File: src/rtl/bus_peek_reader.sv
`timescale 1ns/1ps
// Purpose: peek-key driven register reader; one debounced press reads one register
//          over req/ack, shows the value on HEX2..HEX0 and its index on HEX5.
// Latency: press at cycle n -> RdReq at n+1; ack at cycle m -> RdReq low and display at m+1.
// Backpressure: a slow register file holds RdReq up to TIMEOUT cycles before the read is abandoned.
//
// Ports:
//   CLK50MHz  system clock (rising edge)     Reset   synchronous, active-high
//   PKdb      debounced peek key (level)     Enable  1 = peeking allowed
//   RdReq     read request                   RdAddr  register index, stable while RdReq=1
//   RdAck     read data valid this cycle     RdData  read data, sampled on RdReq&RdAck
//   DHEX[2:0] active-low gfedcba data digits ([0] = low nibble)
//   THEX      active-low index digit         Valid   display holds a completed read
//   Err       last read timed out
module bus_peek_reader #(
  parameter int DATA_W  = 10,
  parameter int NREGS   = 8,
  parameter int IDX_W   = 3,
  parameter int TIMEOUT = 15
) (
  input  logic              CLK50MHz,
  input  logic              Reset,
  input  logic              PKdb,
  input  logic              Enable,
  output logic              RdReq,
  output logic [IDX_W-1:0]  RdAddr,
  input  logic              RdAck,
  input  logic [DATA_W-1:0] RdData,
  output logic [6:0]        DHEX [2:0],
  output logic [6:0]        THEX,
  output logic              Valid,
  output logic              Err
);

  localparam int TMO_W = ($clog2(TIMEOUT) < 1) ? 1 : $clog2(TIMEOUT);

  localparam logic [6:0] SEG_BLANK = 7'h7F;
  localparam logic [6:0] SEG_DASH  = 7'h3F;

  typedef enum logic {IDLE, REQ} state_t;

  state_t             state, state_nxt;
  logic               pk_q;
  logic               press;
  logic [IDX_W-1:0]   idx;
  logic [TMO_W-1:0]   tmo;
  logic               start, done, expire;

  // Active-low gfedcba decode of one hex digit.
  function automatic logic [6:0] hex7(input logic [3:0] n);
    logic [6:0] s;
    s = SEG_BLANK;
    case (n)
      4'h0: s = 7'h40;
      4'h1: s = 7'h79;
      4'h2: s = 7'h24;
      4'h3: s = 7'h30;
      4'h4: s = 7'h19;
      4'h5: s = 7'h12;
      4'h6: s = 7'h02;
      4'h7: s = 7'h78;
      4'h8: s = 7'h00;
      4'h9: s = 7'h10;
      4'hA: s = 7'h08;
      4'hB: s = 7'h03;
      4'hC: s = 7'h46;
      4'hD: s = 7'h21;
      4'hE: s = 7'h06;
      4'hF: s = 7'h0E;
      default: s = SEG_BLANK;
    endcase
    return s;
  endfunction

  // Rising edge of the debounced key; a held key yields a single press.
  assign press  = PKdb & ~pk_q;

  // RdReq follows the state directly, so it is registered and an ack seen
  // while RdReq=0 can never be mistaken for a response.
  assign RdReq  = (state == REQ);
  assign RdAddr = idx;

  always_ff @(posedge CLK50MHz) begin
    if (Reset) state <= IDLE;
    else       state <= state_nxt;
  end

  always_comb begin
    state_nxt = state;
    start     = 1'b0;
    done      = 1'b0;
    expire    = 1'b0;
    unique case (state)
      IDLE: begin
        // Presses while a read is outstanding are simply not looked at.
        if (press && Enable) begin
          start     = 1'b1;
          state_nxt = REQ;
        end
      end
      REQ: begin
        // Enable is deliberately ignored here: an issued read always completes
        // or times out. An ack in the final allowed cycle still wins.
        if (RdAck) begin
          done      = 1'b1;
          state_nxt = IDLE;
        end else if (tmo == TMO_W'(TIMEOUT - 1)) begin
          expire    = 1'b1;
          state_nxt = IDLE;
        end
      end
      default: state_nxt = IDLE;
    endcase
  end

  always_ff @(posedge CLK50MHz) begin
    if (Reset) begin
      pk_q  <= 1'b0;
      idx   <= '0;
      tmo   <= '0;
      Valid <= 1'b0;
      Err   <= 1'b0;
      THEX  <= SEG_BLANK;
      for (int i = 0; i < 3; i++) DHEX[i] <= SEG_BLANK;
    end else begin
      pk_q <= PKdb;

      if (start)
        tmo <= '0;
      else if (state == REQ && !done && !expire)
        tmo <= tmo + TMO_W'(1);

      if (done) begin
        DHEX[0] <= hex7(RdData[3:0]);
        DHEX[1] <= hex7(RdData[7:4]);
        DHEX[2] <= hex7({2'b00, RdData[9:8]});
        // Index digit shows the register just read, not the advanced pointer.
        THEX    <= hex7(4'(idx));
        Valid   <= 1'b1;
        Err     <= 1'b0;
        idx     <= (idx == IDX_W'(NREGS - 1)) ? '0 : idx + IDX_W'(1);
      end else if (expire) begin
        // idx is left alone so the next press retries the same register.
        for (int i = 0; i < 3; i++) DHEX[i] <= SEG_DASH;
        Valid <= 1'b0;
        Err   <= 1'b1;
      end
    end
  end

endmodule
File: config.mk
export PLATFORM = sky130hd
export DESIGN_NAME = bus_peek_reader
export DESIGN_NICKNAME = d
export VERILOG_FILES = /design/src/rtl/bus_peek_reader.sv
export SDC_FILE = /design/constraint.sdc
export NUM_CORES = 1
export LEC_CHECK = 0
export BUFFER_PORTS_ARGS = -buffer_cell sky130_fd_sc_hd__buf_2
export CAP_MARGIN = 30
export CORE_MARGIN = 5
export CORE_UTILIZATION = 40
export DETAILED_ROUTE_END_ITERATION = 8
export GPL_TIMING_DRIVEN = 0
export HOLD_SLACK_MARGIN = 0.05
export SLEW_MARGIN = 5
export SYNTH_ARGS = -nofsm -noshare
export SYNTH_HDL_FRONTEND = slang
export SYNTH_SLANG_ARGS = --single-unit
File: constraint.sdc
create_clock -name CLK50MHz -period 2.8 [get_ports CLK50MHz]
set_clock_uncertainty 0.1 [all_clocks]
set_input_delay 0 -clock CLK50MHz [delete_from_list [all_inputs] [get_ports CLK50MHz]]
set_output_delay 0 -clock CLK50MHz [all_outputs]
set_load 0.01 [all_outputs]
==> results.md, run 1 <==
- Routed vias: 1,793
- Adder-cell share of the synthesized area: 0.145
- Initial Util: 0.408
- Post-route antenna net violation count: 0
- P_leak: 0.00115 uW
- CP arrival: 2.47 ns
- Final Hold Fails: 0
- ANT cells: 0
- Register area share after synthesis: 0.367
- Core ar.: 5070 um2
- Cell with the most instances after synthesis: dfxtp_1
- Post-synth net total: 261
- Fmax: 417 MHz
- # IOs: 49
- Mux share of post-synthesis cell area: 0.0906
- First-pass GRT wire length: 8240 um
- Required @ worst endpoint: 2.88 ns
- DIE AREA: 6720 um2
- Syn Area/Cell: 9.33 um2
- Internal: 1010 uW
- CTS tree: built
- Synth Flop Type: dfxtp_1
- Post-place instance area: 2390 um2
- Net Switching: 300 uW
- Crit path launch type: flip-flop
- Total global routing overflow: 0
- Filler Cell Count: 515
- Setup bufs post-CTS: 0
- # resized after CTS: 0
- Syn-to-layout area delta: 25.9%
- GP Congestion: 0.783
- CTS buffer count: 5
- Largest net degree at the start of global routing: 13
- Endpoints failing setup: 0
- Crit end category: flip-flop
- Number of port buffers: 47
- Reg2reg start: tmo[0]
- Simple-Gate Fraction of Synth Area: 0.120
- CTS sink count: 38
- Logic pwr share: 0.126
- Yosys warns: 0
- Final TNS setup: 0 ns
- Tcrit/Tclk final: 0.857
- Switching share of power: 0.229
- Tmin final: 2.40 ns
- Vias in the first global route: 1,692
- Rows: 26
- Yosys reg bits: 38
- RSZ-0062 raised after global routing: false
- Post-route DRC: 0
- Die W: 82.0 um
- Synth Area in XOR/XNOR: 0
- Synth area leader: dfxtp_1
- Post-synth cell types: 45
- R2r setup slk: 0.40 ns
- Crit path kind: reg2reg
- Routed len/inst: 13.9 um
- Fin nets: 322
- Tightest Pin Transition: 0.544 ns
- Clock power share: 0.441
- Setup crit end: DHEX[19]
- Vias/cell: 5.06
- Mapped Cells: 222
- Final non-filler cell area: 2610 um2
- Max-Cap Viols: 0
- Status: complete, no violations
- Clk slew on worst S/H paths: 0.08 ns
- Clk buf depth: 2
- H-tree depth: 2
- WHS: 0.0697 ns
- Reg power frac: 0.432
- Worst hold path type: in2reg
- Post-CTS Hold Buffers: 7
- Cell Pwr Density: 503 nW/um2
- Hpwl dp: 3540 um
- Asr flop ratio synth: 0
- Largest family of logic cells by synthesized area: compound AO/OA/AOI/OAI gates
- Die H: 82.0 um
- Compound-Gate Fraction of Synth Area: 0.213
- Area of the multi-input gates: 1180 um2
- Share of cells above drive strength 1: 0.243
- Critical path launch point: tmo[0]
- Worst VDD drop: 0.000230 V
- Commonest cells post-synth: dfxtp_1, ha_1, nand2_1, inv_1, a21oi_1
- Synth top area share: 0.367
- Initial DRC Count: 73
- Reg area: 761 um2
- GRT Overall Usage: 0.158
- Top fanout value on the critical path: 10
- Initial antenna violation count: 0
- Worst slew margin: 0.637
- DR pass1 iterations: 4
- Crit Reg-Reg Endpoint: DHEX[19]
- WL final: 4930 um
- Final Max Tran Viols: 0
- Number of synthesized flops with an enable pin: 0
- Post-synthesis instance area: 2070 um2
- Clock root buffer master: clkbuf_8
- R2R depth: 7
- Clock Latency Late Sink: 0.28 ns
- Synth top area cells: dfxtp_1, ha_1, mux2i_1
## final cells by class
class | instances | area share
Buffer | 14 | 0.0250
Clock buffer | 6 | 0.0317
Clock inverter | 2 | 0.0230
Inverter | 18 | 0.0259
Multi-Input combinational cell | 152 | 0.452
Sequential cell | 38 | 0.292
Tap cell | 70 | 0.0336
Timing Repair Buffer | 54 | 0.117
## routing by layer
layer | vias up | share of wire | track usage
met5 | - | 0 | 0
met4 | 0 | 0.019 | 0.0581
met3 | 9 | 0.052 | 0.0340
met2 | 48 | 0.44 | 0.250
met1 | 821 | 0.49 | 0.211
li1 | 915 | - | -
## state kept, by name (all words and copies together), names as in the netlist
| name | cells |
|---|---|
| RdReq | 1 |
| pk_q | 1 |
| RdAddr | 3 |
| Err | 1 |
| THEX | 7 |
| tmo | 4 |
| Valid | 1 |
| DHEX | 20 |
## worst max-delay path, cell delays in order (launching register included)
cell and delay [ns]:
dfxtp_1 0.37, inv_1 0.07, ha_1 0.23, a31oi_1 0.41
o21ai_1 0.13, buf_2 0.22, o32a_1 0.20, dlygate4sd3_1 0.55
## metrics by stage
step                      std cells  setup WS (ns)  total power [uW]  utilization
final                           354          0.401              1310        0.514
after global routing            354          0.237              1370        0.514
after CTS                       354          0.421              1330        0.514
after detailed placement        339          0.970               739        0.472
after global placement          339          0.961               737        0.472
after floorplan                 222           1.15               680            -
## power by group through the flow
stage                     Sequential, uW  Combinational, uW  Clock (uW)
after CTS                            567                166         594
after floorplan                      586               94.4           0
final                                567                166         578
after detailed placement             580                159           0
after global placement               580                157           0
after global routing                 569                186         618
## cells by family after synthesis
group                      count (synthesis)
AOI/OAI and AO/OA                         60
adders and majority gates                 24
buffers and inverters                     32
DFF                                       38
muxes                                     16
and+or+nand+nor                           52
## how the worst min path moves through the flow
stage | from | end | slack [ns] | cells after the start
floorplan | PKdb | pk_q | 0.03 | 1
global placement | PKdb | pk_q | 0.13 | 2
detailed placement | PKdb | pk_q | 0.14 | 2
CTS | RdData[5] | DHEX[13] | 0.06 | 3
global route | RdAck | tmo[0] | 0.1 | 4
finish | RdData[5] | DHEX[13] | 0.07 | 3
## cells in the final DEF, fill, tap and decap left out, drive strengths merged, types with 2 or more instances in the layout
cell type,instances
buf,53
dfxtp,38
ha,24
nand2,21
inv,18
a21oi,14
clkbuf,14
mux2i,12
nor2,12
o21ai,10
o32a,7
dlygate4sd3,7
nor2b,4
o211ai,3
a31oi,3
a221o,3
nand3,3
o22a,3
a2bb2oi,3
o311ai,3
nand3b,2
o31ai,2
mux4,2
mux2,2
bufinv,2
(Power assumes the default switching activity.)
==> run 2, diff against run 1 <==
Settings changed: CORE_UTILIZATION 40 to 45, PLACE_DENSITY set to 0.69.
==> results.md, run 2 (same netlist as run 1, synthesis figures left out) <==
- Crit end category: flip-flop (unchanged)
- Final Hold Fails: 0 (unchanged)
- Crit path launch type: flip-flop (unchanged)
- Top fanout value on the critical path: 10 (unchanged)
- Share of cells above drive strength 1: 0.240 (was 0.243)
- Tightest Pin Transition: 0.501 ns (was 0.544 ns)
- Largest net degree at the start of global routing: 12 (was 13)
- P_leak: 0.00112 uW (was 0.00115 uW)
- Vias in the first global route: 1,728 (was 1,692)
- GP Congestion: 0.866 (was 0.783)
- Post-place instance area: 2370 um2 (was 2390 um2)
- Hpwl dp: 3540 um (about the same)
- Fmax: 411 MHz (was 417 MHz)
- Fin nets: 321 (was 322)
- H-tree depth: 2 (unchanged)
- Final non-filler cell area: 2520 um2 (was 2610 um2)
- Cell Pwr Density: 446 nW/um2 (was 503 nW/um2)
- Commonest non-fill, non-tap cell in the layout: buf_2 (unchanged)
- Clk slew on worst S/H paths: 0.07 ns (was 0.08 ns)
- Vias/cell: 5.41 (was 5.06)
- Total global routing overflow: 0 (unchanged)
- CTS tree: built (unchanged)
- Initial antenna violation count: 0 (unchanged)
- Hold Path End: RdReq (was DHEX[13])
- Hold Crit Depth: 4 (was 3)
- CP max-delay cell: dlygate4sd3_1 (unchanged)
- R2R depth: 7 (unchanged)
- Initial Util: 0.469 (was 0.408)
- Required @ worst endpoint: 2.88 ns (about the same)
- Hold Startpoint: RdAck (was RdData[5])
- Rows: 24 (was 26)
- Reg2reg start: tmo[0] (unchanged)
- CTS sink count: 38 (unchanged)
- Commonest cells after routing, fill and taps aside: buf_2, dfxtp_1, ha_1 (unchanged)
- Top flop regs: DHEX x20, THEX x7, tmo x4 (unchanged)
- Worst hold path type: in2reg (unchanged)
- Post-route antenna net violation count: 0 (unchanged)
- Kind of cell adding the most delay to the critical path: buffers and inverters (unchanged)
- Crit path kind: reg2reg (unchanged)
- Routed len/inst: 14.5 um (was 13.9 um)
- First-pass GRT wire length: 8080 um (was 8240 um)
- Max incr delay on CP: 0.56 ns (was 0.55 ns)
- Crit Reg-Reg Endpoint: DHEX[19] (unchanged)
- Core ar.: 4410 um2 (was 5070 um2)
- # resized after CTS: 0 (unchanged)
- ANT cells: 0 (unchanged)
- Die H: 77.8 um (was 82.0 um)
- Setup bufs post-CTS: 0 (unchanged)
- Die W: 77.8 um (was 82.0 um)
- CP Buf/Inv Count: 3 (unchanged)
- DR pass1 iterations: 4 (unchanged)
- DIE AREA: 6060 um2 (was 6720 um2)
- Status: complete, no violations (unchanged)
- Reg with most FFs: DHEX (unchanged)
- Largest register FFs: 20 (unchanged)
- Syn-to-layout area delta: 21.8% (was 25.9%)
- # IOs: 49 (unchanged)
- Number of port buffers: 47 (unchanged)
- CP Cell Sequence: inv_1 > ha_1 > a31oi_1 > o21ai_1 > buf_2 > o32a_1 > dlygate4sd3_1 (unchanged)
- CP arrival: 2.51 ns (was 2.47 ns)
- RSZ-0062 raised after global routing: false (unchanged)
- Post-route DRC: 0 (unchanged)
- Final Max Tran Viols: 0 (unchanged)
- Final TNS setup: 0 ns (unchanged)
- Tcrit/Tclk final: 0.870 (was 0.857)
- GRT Overall Usage: 0.162 (was 0.158)
- Tmin final: 2.44 ns (was 2.40 ns)
- Clk buf depth: 2 (unchanged)
- Routed vias: 1,814 (was 1,793)
- Worst VDD drop: 0.000248 V (was 0.000230 V)
- R2r setup slk: 0.36 ns (was 0.40 ns)
- WL final: 4850 um (was 4930 um)
- Worst slew margin: 0.665 (was 0.637)
- CTS buffer count: 5 (unchanged)
- Clock root buffer master: clkbuf_8 (unchanged)
- Endpoints failing setup: 0 (unchanged)
- Max-Cap Viols: 0 (unchanged)
- Initial DRC Count: 76 (was 73)
- Clock Latency Late Sink: 0.29 ns (was 0.28 ns)
[run 2: per-stage QoR]
step	setup slack (ns)	total power, uW	cells	utilization	hold slack [ns]
after global placement	0.967	735	321	0.537	0.144
after detailed placement	0.938	738	321	0.537	0.157
after floorplan	1.15	680	222	-	0.0282
after CTS	0.392	1140	335	0.571	0.0569
after global routing	0.199	1180	335	0.571	0.0854
final	0.365	1120	335	0.571	0.0608
[run 2: how the worst max path moves through the flow]
stage,startpoint,end,slack (ns),cells after the start
2_1_floorplan,tmo[0],DHEX[3],1.15,6
3_3_place_gp,tmo[0],DHEX[3],0.97,6
3_5_place_dp,tmo[0],DHEX[3],0.94,6
4_1_cts,tmo[0],DHEX[19],0.39,7
5_1_grt,tmo[0],DHEX[19],0.20,7
6_report,tmo[0],DHEX[19],0.36,7
[run 2: final cells by class]
class                           instances  area [um2]
Buffer                                 14        65.1
Sequential cell                        38         761
Timing Repair Buffer                   53         295
Inverter                               18        67.6
Clock inverter                          1        5.00
Fill cell                             399        1890
Clock buffer                            7        86.3
Tap cell                               52        65.1
Multi-Input combinational cell        152        1180
[run 2: power by group]
part	switching (uW)	internal (uW)
Sequential	10.3	557
Clock	193	199
Combinational	91.8	72.9
[run 2: worst reg2reg max path: stages, from the launching register on]
cell and delay [ns]:
dfxtp_1 0.38, inv_1 0.07, ha_1 0.23, a31oi_1 0.43, o21ai_1 0.13, buf_2 0.22
o32a_1 0.20, dlygate4sd3_1 0.56
[run 2: timing repair]
item	in CTS	in global routing
endpoints found under the setup margin	0	0
hold buffers	6	0
endpoints found under the hold margin	8	0
[run 2: layer usage]
metal / global-route usage / part of all wire / vias up
met5: 0 / 0 / -
met2: 0.269 / 0.47 / 33
li1: - / - / 909
met3: 0.0440 / 0.045 / 4
met1: 0.203 / 0.48 / 868
met4: 0.0498 / 0.010 / 0
==> run 3, diff against run 2 <==
Settings changed: PLACE_DENSITY 0.69 to 0.79.
==> results.md, run 3 (same netlist as run 1, synthesis figures left out) <==
- WL final: 4700 um (was 4850 um)
- Vias/cell: 5.38 (was 5.41)
- Crit path launch type: flip-flop (unchanged)
- Core ar.: 4410 um2 (unchanged)
- Commonest non-fill, non-tap cell in the layout: buf_2 (unchanged)
- H-tree depth: 2 (unchanged)
- Clk buf depth: 2 (unchanged)
- Final TNS setup: 0 ns (unchanged)
- Crit path kind: reg2reg (unchanged)
- Max-Cap Viols: 0 (unchanged)
- Hpwl dp: 3450 um (was 3540 um)
- Clk slew on worst S/H paths: 0.08 ns (was 0.07 ns)
- Largest net degree at the start of global routing: 13 (was 12)
- Clock Latency Late Sink: 0.29 ns (about the same)
- Crit end category: flip-flop (unchanged)
- Kind of cell adding the most delay to the critical path: compound AO/OA/AOI/OAI gates (was buffers and inverters)
- Worst hold path type: in2reg (unchanged)
- RSZ-0062 raised after global routing: false (unchanged)
- Top flop regs: DHEX x20, THEX x7, tmo x4 (unchanged)
- Fmax: 537 MHz (was 411 MHz)
- Syn-to-layout area delta: 23.8% (was 21.8%)
- CP Cell Sequence: inv_1 > ha_1 > a31oi_1 > o21ai_1 > buf_2 > o22a_1 (was inv_1 > ha_1 > a31oi_1 > o21ai_1 > buf_2 > o32a_1 > dlygate4sd3_1)
- GRT Overall Usage: 0.162 (unchanged)
- Routed len/inst: 14.1 um (was 14.5 um)
- Top fanout value on the critical path: 10 (unchanged)
- P_leak: 0.00114 uW (was 0.00112 uW)
- Met3 WL: 242 um (was 217 um)
- Number of port buffers: 47 (unchanged)
- Share of cells above drive strength 1: 0.245 (was 0.240)
- Rows: 24 (unchanged)
- Clock root buffer master: clkbuf_8 (unchanged)
- Design Power: 1300 uW (was 1120 uW)
- Initial Util: 0.469 (unchanged)
- Routed vias: 1,796 (was 1,814)
- DR pass1 iterations: 4 (unchanged)
- Status: complete, no violations (unchanged)
- Fin nets: 320 (was 321)
- Endpoints failing setup: 0 (unchanged)
- Required @ worst endpoint: 2.89 ns (was 2.88 ns)
- Cell Pwr Density: 509 nW/um2 (was 446 nW/um2)
- Tightest Pin Transition: 0.511 ns (was 0.501 ns)
- CP max-delay cell: a31oi_1 (was dlygate4sd3_1)
- Tmin final: 1.86 ns (was 2.44 ns)
- First-pass GRT wire length: 8150 um (was 8080 um)
- Initial DRC Count: 123 (was 76)
- Met1 WL: 2160 um (was 2320 um)
- Initial antenna violation count: 0 (unchanged)
- Post-route antenna net violation count: 0 (unchanged)
- Reg with most FFs: DHEX (unchanged)
- CTS tree: built (unchanged)
- CP Buf/Inv Count: 2 (was 3)
- Vias in the first global route: 1,782 (was 1,728)
- Metal2 WL: 2220 um (was 2270 um)
- Total global routing overflow: 0 (unchanged)
- Final Util: 0.581 (was 0.571)
- Tcrit/Tclk final: 0.666 (was 0.870)
- Largest register FFs: 20 (unchanged)
- Final Hold Fails: 0 (unchanged)
- DIE AREA: 6060 um2 (unchanged)
- Final Max Tran Viols: 0 (unchanged)
- # IOs: 49 (unchanged)
- Die W: 77.8 um (unchanged)
- Dpl ws: 0.962 ns (was 0.938 ns)
- CTS buffer count: 5 (unchanged)
- # resized after CTS: 0 (unchanged)
- Max incr delay on CP: 0.42 ns (was 0.56 ns)
- Post-route DRC: 0 (unchanged)
- Worst slew margin: 0.659 (was 0.665)
- CTS sink count: 38 (unchanged)
- Die H: 77.8 um (unchanged)
- CP arrival: 1.95 ns (was 2.51 ns)
- Max Used Layer: met4 (unchanged)
- Filler Cell Count: 395 (was 399)
- GP Congestion: 0.791 (was 0.866)
- Commonest cells after routing, fill and taps aside: buf_2, dfxtp_1, ha_1 (unchanged)
- ANT cells: 0 (unchanged)
- Worst VDD drop: 0.000349 V (was 0.000248 V)
- Worst setup slack after layout: 0.936 ns (was 0.365 ns)
==> run 3: cell count changes in the layout (fill, tap and decap cells not counted) <==
cell | previous run | this run
clkbuf_1 | 9 | 8
bufinv_16 | 0 | 2
dlygate4sd3_1 | 6 | 5
clkinv_2 | 1 | 0
==> run 3: routing by layer <==
layer | up-vias | GRT usage
met3 | 8 | 0.0428
li1 | 915 | -
met5 | - | 0
met1 | 836 | 0.200
met2 | 37 | 0.271
met4 | 0 | 0.0533
==> run 3: what timing repair did <==
item / CTS / global route
endpoints found under the hold margin: 13 / 0
buffers inserted: 0 / 0
hold buffers: 5 / 0
==> run 3: tightest hold or removal path: cells and delay by family <==
family	cells	cell delay, ns
buf+inv	1	0.14
compound gates	1	0.15
mux	1	0.13
==> run 3: layout make-up <==
class | count | area (um2) | area share
Timing Repair Buffer | 52 | 285 | 0.111
Buffer | 14 | 65.1 | 0.0254
Multi-Input combinational cell | 152 | 1180 | 0.459
Clock inverter | 2 | 60.1 | 0.0234
Clock buffer | 6 | 82.6 | 0.0322
Tap cell | 52 | 65.1 | 0.0254
Inverter | 18 | 67.6 | 0.0264
Sequential cell | 38 | 761 | 0.297
==> run 3: where the power goes <==
part / switching, uW / internal (uW)
logic: 90.8 / 72.5
registers: 10.0 / 557
clock network: 194 / 380
total: 295 / 1010
==> run 3: final timing paths <==
path	from	end	slack, ns	cells after the start
hold reg to reg	DHEX[15]	DHEX[15]	0.37	1
hold / removal	RdData[5]	DHEX[13]	0.07	3
setup / recovery	tmo[0]	DHEX[3]	0.94	6
setup reg to reg	tmo[0]	DHEX[3]	0.94	6
==> run 3: per-stage QoR <==
stage                     hold slack, ns  area [um2]  std cells
after floorplan                   0.0282        2070        222
after global placement             0.130        2370        321
after detailed placement           0.153        2370        321
after CTS                         0.0679        2560        334
after global routing              0.0961        2560        334
final                             0.0671        2560        334
